<file path="src/rtl/regfile_2r1w_if.sv">
`default_nettype none
// ============================================================================
// Module   : regfile_2r1w_if
// Brief    : Read/write port bundle between decode logic and the register file.
// Revision : 1.0 - initial release
// ============================================================================
interface regfile_2r1w_if #(
    parameter int DSIZE = 16,
    parameter int AW    = 4
);
    logic [AW-1:0]    raddr1;
    logic [AW-1:0]    raddr2;
    logic [DSIZE-1:0] rdata1;
    logic [DSIZE-1:0] rdata2;
    logic             wen;
    logic [AW-1:0]    waddr;
    logic [DSIZE-1:0] wdata;

    modport master (
        output raddr1, raddr2, wen, waddr, wdata,
        input  rdata1, rdata2
    );

    modport slave (
        input  raddr1, raddr2, wen, waddr, wdata,
        output rdata1, rdata2
    );
endinterface
`default_nettype wire

</file>
<file path="src/rtl/regfile_2r1w.sv">
`default_nettype none
// ============================================================================
// Module   : regfile_2r1w
// Brief    : 2-read/1-write register file, r0 hardwired to zero.
//            Optional macro REGFILE_WRITE_BYPASS_EN adds write-to-read bypass.
// Revision : 1.0 - initial release
// ============================================================================
module regfile_2r1w #(
    parameter int DSIZE = 16,
    parameter int NREG  = 16,
    parameter int AW    = 4
) (
    input  logic             clk,
    input  logic             rst_n,
    regfile_2r1w_if.slave    rf
);

    logic [DSIZE-1:0] r_mem [NREG];
    logic             w_wr_en;
    logic [DSIZE-1:0] w_rdata1;
    logic [DSIZE-1:0] w_rdata2;

    assign w_wr_en = rf.wen && (rf.waddr != {AW{1'b0}});

    always_ff @(posedge clk or negedge rst_n) begin
        if (!rst_n) begin
            for (int i = 0; i < NREG; i++) begin
                r_mem[i] <= '0;
            end
        end else if (w_wr_en) begin
            r_mem[rf.waddr] <= rf.wdata;
        end
    end

    // Address 0 is forced to zero on the read side so r0 never depends on storage.
    always_comb begin
        w_rdata1 = (rf.raddr1 == {AW{1'b0}}) ? {DSIZE{1'b0}} : r_mem[rf.raddr1];
        w_rdata2 = (rf.raddr2 == {AW{1'b0}}) ? {DSIZE{1'b0}} : r_mem[rf.raddr2];
`ifdef REGFILE_WRITE_BYPASS_EN
        if (rst_n && w_wr_en && (rf.raddr1 == rf.waddr)) begin
            w_rdata1 = rf.wdata;
        end
        if (rst_n && w_wr_en && (rf.raddr2 == rf.waddr)) begin
            w_rdata2 = rf.wdata;
        end
`else
`endif
    end

    assign rf.rdata1 = w_rdata1;
    assign rf.rdata2 = w_rdata2;

endmodule
`default_nettype wire

</file>
<file path="src/flat_wrapper.sv">
// flat-port wrapper written by rule: the top's interface ports become plain ports
module regfile_2r1w_flat 
#(
    parameter int DSIZE = 16,
    parameter int NREG  = 16,
    parameter int AW    = 4
)
  (clk, rst_n, rf_raddr1, rf_raddr2, rf_wen, rf_waddr, rf_wdata, rf_rdata1, rf_rdata2);
  regfile_2r1w_if #(.DSIZE(DSIZE), .AW(AW)) rf_i ();
  input  logic clk;
  input  logic rst_n;
  input wire logic [$bits(rf_i.raddr1)-1:0] rf_raddr1;
  input wire logic [$bits(rf_i.raddr2)-1:0] rf_raddr2;
  input wire logic [$bits(rf_i.wen)-1:0] rf_wen;
  input wire logic [$bits(rf_i.waddr)-1:0] rf_waddr;
  input wire logic [$bits(rf_i.wdata)-1:0] rf_wdata;
  output wire logic [$bits(rf_i.rdata1)-1:0] rf_rdata1;
  output wire logic [$bits(rf_i.rdata2)-1:0] rf_rdata2;
  assign rf_i.raddr1 = rf_raddr1;
  assign rf_i.raddr2 = rf_raddr2;
  assign rf_i.wen = rf_wen;
  assign rf_i.waddr = rf_waddr;
  assign rf_i.wdata = rf_wdata;
  assign rf_rdata1 = rf_i.rdata1;
  assign rf_rdata2 = rf_i.rdata2;
  regfile_2r1w #(.DSIZE(DSIZE), .NREG(NREG), .AW(AW)) u_core (.clk(clk), .rst_n(rst_n), .rf(rf_i));
endmodule
</file>
<file path="config.mk">
export PLATFORM = sky130hd
export DESIGN_NAME = regfile_2r1w_flat
export DESIGN_NICKNAME = d
export VERILOG_FILES = /design/src/rtl/regfile_2r1w_if.sv /design/src/rtl/regfile_2r1w.sv /design/src/flat_wrapper.sv
export SDC_FILE = /design/constraint.sdc
export NUM_CORES = 1
export LEC_CHECK = 0
export ABC_AREA = 1
export BUFFER_PORTS_ARGS = -buffer_cell sky130_fd_sc_hd__buf_2
export CAP_MARGIN = 20
export CELL_PAD_IN_SITES_DETAIL_PLACEMENT = 2
export CELL_PAD_IN_SITES_GLOBAL_PLACEMENT = 2
export CORE_MARGIN = 2
export CORE_UTILIZATION = 38
export DETAILED_ROUTE_END_ITERATION = 7
export PLACE_DENSITY_LB_ADDON = 0.1
export RECOVER_POWER = 50
export SYNTH_ARGS = -nofsm -noshare
export SYNTH_HDL_FRONTEND = slang
export SYNTH_SLANG_ARGS = --single-unit
</file>
<file path="constraint.sdc">
create_clock -name clk -period 3.6 [get_ports clk]
set_clock_uncertainty 0.05 [all_clocks]
set_input_delay 0.36 -clock clk [delete_from_list [all_inputs] [get_ports clk]]
set_output_delay 0.36 -clock clk [all_outputs]
set_load 0.03 [all_outputs]
</file>
### Yosys cells after proc, flatten, opt, wreduce, memory -nomap -nowiden

Cells that the tools add are included.

* register bits: 256
* bits in latches: 0
* RAM bits: 0
* bits in read-only memories: 0
* memories kept: 0

* $add $sub $neg: 0
* multiply operators: 0
* div/mod/pow operators: 0
* $lt $le $gt $ge: 4
* eq/ne operators: 0
* shift operators: 0
* mux-type cells: 11
* bitwise gates (word level): 3
* reduce and logical (&&, ||, !) cells: 5

Operators with widths (count)
* $bwmux 256: 1
* $bmux 16 s4: 2
* $mux 16: 7
* $demux 16 s4: 1
* $ge 5x5->1 const B: 3
* $not 4->5: 3
* $logic_not 4->1: 2
* $lt 5x1->1 const B: 1
* $reduce_bool 4->1: 1
* $logic_and 1x1->1: 2

### Depth between registers and ports, before layout

* word-level depth: 6
* depth in mapped cells: 10
* depth with buffers taken out: 8

### Worst setup path before layout

Ideal clock, no wire load.

* path kind: input -> output
* start: in rf_raddr2[2]
* end: out rf_rdata2[10]
* arrival: 1.658 ns
* required time: 3.190 ns
* path slack: 1.532 ns
* stages: 7
* buffers on the path: 2
* cells stage by stage: buf_4 -> nor2_1 -> buf_2 -> nand2_1 -> nand2_1 -> inv_1 -> a21oi_1

* word-level cells in the longest chain between the ends: 5
* elaborated cells on any way between the ends: 6
* classes of those cells: mux (4); bitwise (1); reduce/logical (1)

RTL lines
* start, declared: line flat_wrapper.sv:13 `input wire logic [$bits(rf_i.raddr2)-1:0] rf_raddr2;`
* $not 4->5 (not written as such): line regfile_2r1w.sv:38 `w_rdata2 = (rf.raddr2 == {AW{1'b0}}) ? {DSIZE{1'b0}} : r_mem[rf.raddr2];`
* $bmux 16 s4: line regfile_2r1w.sv:38
* $mux 16 (not written as such) (2 in series): line regfile_2r1w.sv:38
* $mux 16 *: line regfile_2r1w.sv:38
* end, declared: line flat_wrapper.sv:18 `output wire logic [$bits(rf_i.rdata2)-1:0] rf_rdata2;`

Mark *: on every way between the ends. The rest lies on a longest branch, timed or not. The select of a mux whose other input is x is not followed.

### Worst setup path after layout

* start: in rf_raddr2[0]
* end: out rf_rdata2[5]

Same word-level chain as after synthesis.

==> run_results.csv <==
group,metric,value,unit
global_routing,antenna_found_initial,3,
global_routing,grt_max_degree,94,
cts,clk_pin_slew_worst_paths,50,ps
cts,cts_tree,"done",
critical_path,required,3190,ps
power_and_ir_drop,power.total,9.56,mW
final_layout,max_flop_register,"u_core.r_mem",
final_layout,finalNonFillerCells,2826,
synth,synth_fa_ha_area_share,0,%
final_layout,drive_gt1_share,6.54,%
detailed_routing,first_iter_violations,862,
cts,htreeDepth,2,
detailed_routing,drc_errors,0,
detailed_routing,vias_per_cell,5.47,
cts,cts_resized,0,
die,fp.dieArea,41200,µm²
power_and_ir_drop,p_leak,8.94,nW
cts,cts_root_buffer,"clkbuf_16",
sta,post-route-period-util,81.6,%
global_routing,grt_use_total,31.5,%
global_routing,grt_pass1_vias,17300,
detailed_routing,totalWireLength,63000,µm
outcome,violations,"max-capacitance violations, max-slew violations",
cts,postCtsSetupRepairBufs,0,
synth,synth.area.mux_share,0,%
synth,synth_top_family_by_area,"simple AND/OR/NAND/NOR gates",
final_layout,layout_commonest_cell,"nand2_1",
global_routing,grt_pass1_wl,100000,µm
detailed_routing,vias,15500,
critical_path,crit_arrival,2530,ps
final_layout,final_core_util,43.2,%
sta,drv_slew,448,
sta,max_freq,0.340,GHz
final_layout,antenna_cells,0,
die,core_area,38900,µm²
place,place.gp.congestion,0.822,
min_path,worst_hold_path_type,"in -> reg",
cts,cts_hold_buf,3,
final_layout,syn_to_final_growth,11.5,%
sta,holdWs,20.4,ps
place,dp_cells,2762,
place,portBuffers,62,
die,die_h,203,µm
synth,ys_types,16,
die,fp.dieW,203,µm
sta,slew_headroom,-65.5,%
final_layout,layout_common_cells,"nand2_1, nand3_1, inv_1",
synth,netlist_instances,2313,
synth,yosysWarnings,0,
sta,setup-violations-final,0,
cts,cts_sinks,256,
synth,synth.cell_area,15100,µm²
die,start_util,38.7,%
detailed_routing,first_pass_iters,5,
synth,synth.avg_cell_area,6.51,µm²
critical_path,crit_type,"in -> out",
sta,rsz0062_at_grt,"false",
power_and_ir_drop,vdd_drop_max,342,µV
final_layout,nets,2316,
place,dpl.hpwl,39800,µm
cts,clk_latency,550,ps
power_and_ir_drop,power_density,569,nW/µm²
critical_path,worst_setup_path_end_kind,"output pin",
sta,worst_pin_slew,2480,ps
detailed_routing,ant_nets,0,
sta,hold_viol,0,
sta,finalCriticalPeriod,2940,ps
die,placement_rows,72,
sta,tns,0,ps
critical_path,start_kind,"input pin",
detailed_routing,wl_per_cell,22.3,µm
die,num_io_pins,63,
synth,synth_xor_area_share,0,%
synth,ys_seq_area_share,42.5,%
final_layout,largest_register_ffs,256,
cts,clockBufferDepth,3,
cts,cts_inserted_buffers,35,
run,maxCapViolations,12,
critical_path,crit_fanout,77,
outcome,status,"finished, violations left",
final_layout,top_regs,"u_core.r_mem: 256 flops",
global_routing,grt-ovfl-total,0,
synth,synth-seq-cells,256,
synth,yosys.area_share.simple,35.5,%
synth,synthesis.nets,2344,
synth,synth_compound_area_share,9.04,%
critical_path,rrSetupSlack,2720,ps
## worst max-delay path, stage by stage
cell     delay [ps]
buf_4           430
inv_4           260
buf_12          310
nand2_1         100
nand3_1          70
nand3_1          80
nand3_1         130
a21oi_1         450
buf_2           290
## layer usage
layer  vias to the layer above  track usage, %  wire length (µm)
met3                       114            4.83              2870
met1                      7934            38.9             26900
met5                         -               0                 8
met4                         2            11.2              1960
met2                       327            55.9             31300
li1                       7075               -                 -
## metrics by stage
step	setup WS, ps	instance area [µm²]
2_1_floorplan	1530	15100
3_3_place_gp	774	15700
3_5_place_dp	721	15700
4_1_cts	680	16900
5_1_grt	532	16800
6_report	662	16800
## logic make-up after synthesis
| family | count (synthesis) |
|---|---|
| AO/OA/AOI/OAI | 272 |
| buffers and inverters | 491 |
| flip-flops | 256 |
| AND/OR/NAND/NOR | 1294 |
## Yosys cell counts
master	instances	share of area, %
nand3_1	356	12
nor2_1	6	0.15
inv_1	308	7.7
buf_2	74	2.5
buf_4	3	0.15
buf_1	13	0.32
o21ai_1	17	0.56
nand2_1	923	23
o21ai_0	223	7.4
inv_2	8	0.20
clkbuf_1	85	2.1
a21oi_1	32	1.1
nor4_2	2	0.17
nor3_2	3	0.20
dfrtp_1	256	43
nor2_2	4	0.17
## worst paths after layout
check,start,to,cells after the start
worst max-delay path,rf_raddr2[0],rf_rdata2[5],9
worst min-delay path,rf_wdata[1],u_core.r_mem[161],3
worst max register to register,u_core.r_mem[216],u_core.r_mem[216],2
worst min register to register,u_core.r_mem[253],u_core.r_mem[253],0
max in group asynchronous,rst_n,u_core.r_mem[98],3
min in group asynchronous,rst_n,u_core.r_mem[136],2
## where the power goes
| group | switching, mW | internal (mW) | total [mW] |
|---|---|---|---|
| Combinational | 1.67 | 0.703 | 2.37 |
| Clock | 1.40 | 2.05 | 3.45 |
| Sequential | 0.292 | 3.45 | 3.74 |
## cell type report
class                      count  area (µm²)
fill                        4747       22100
inverter                     316        1190
tap                          518         648
timing repair buffer         110         742
clock buffer                  53        1030
clock inverter                 7        73.8
sequential                   256        6410
multi-input combinational   1566        6710
Note: power is estimated with default switching activity, not from simulation.
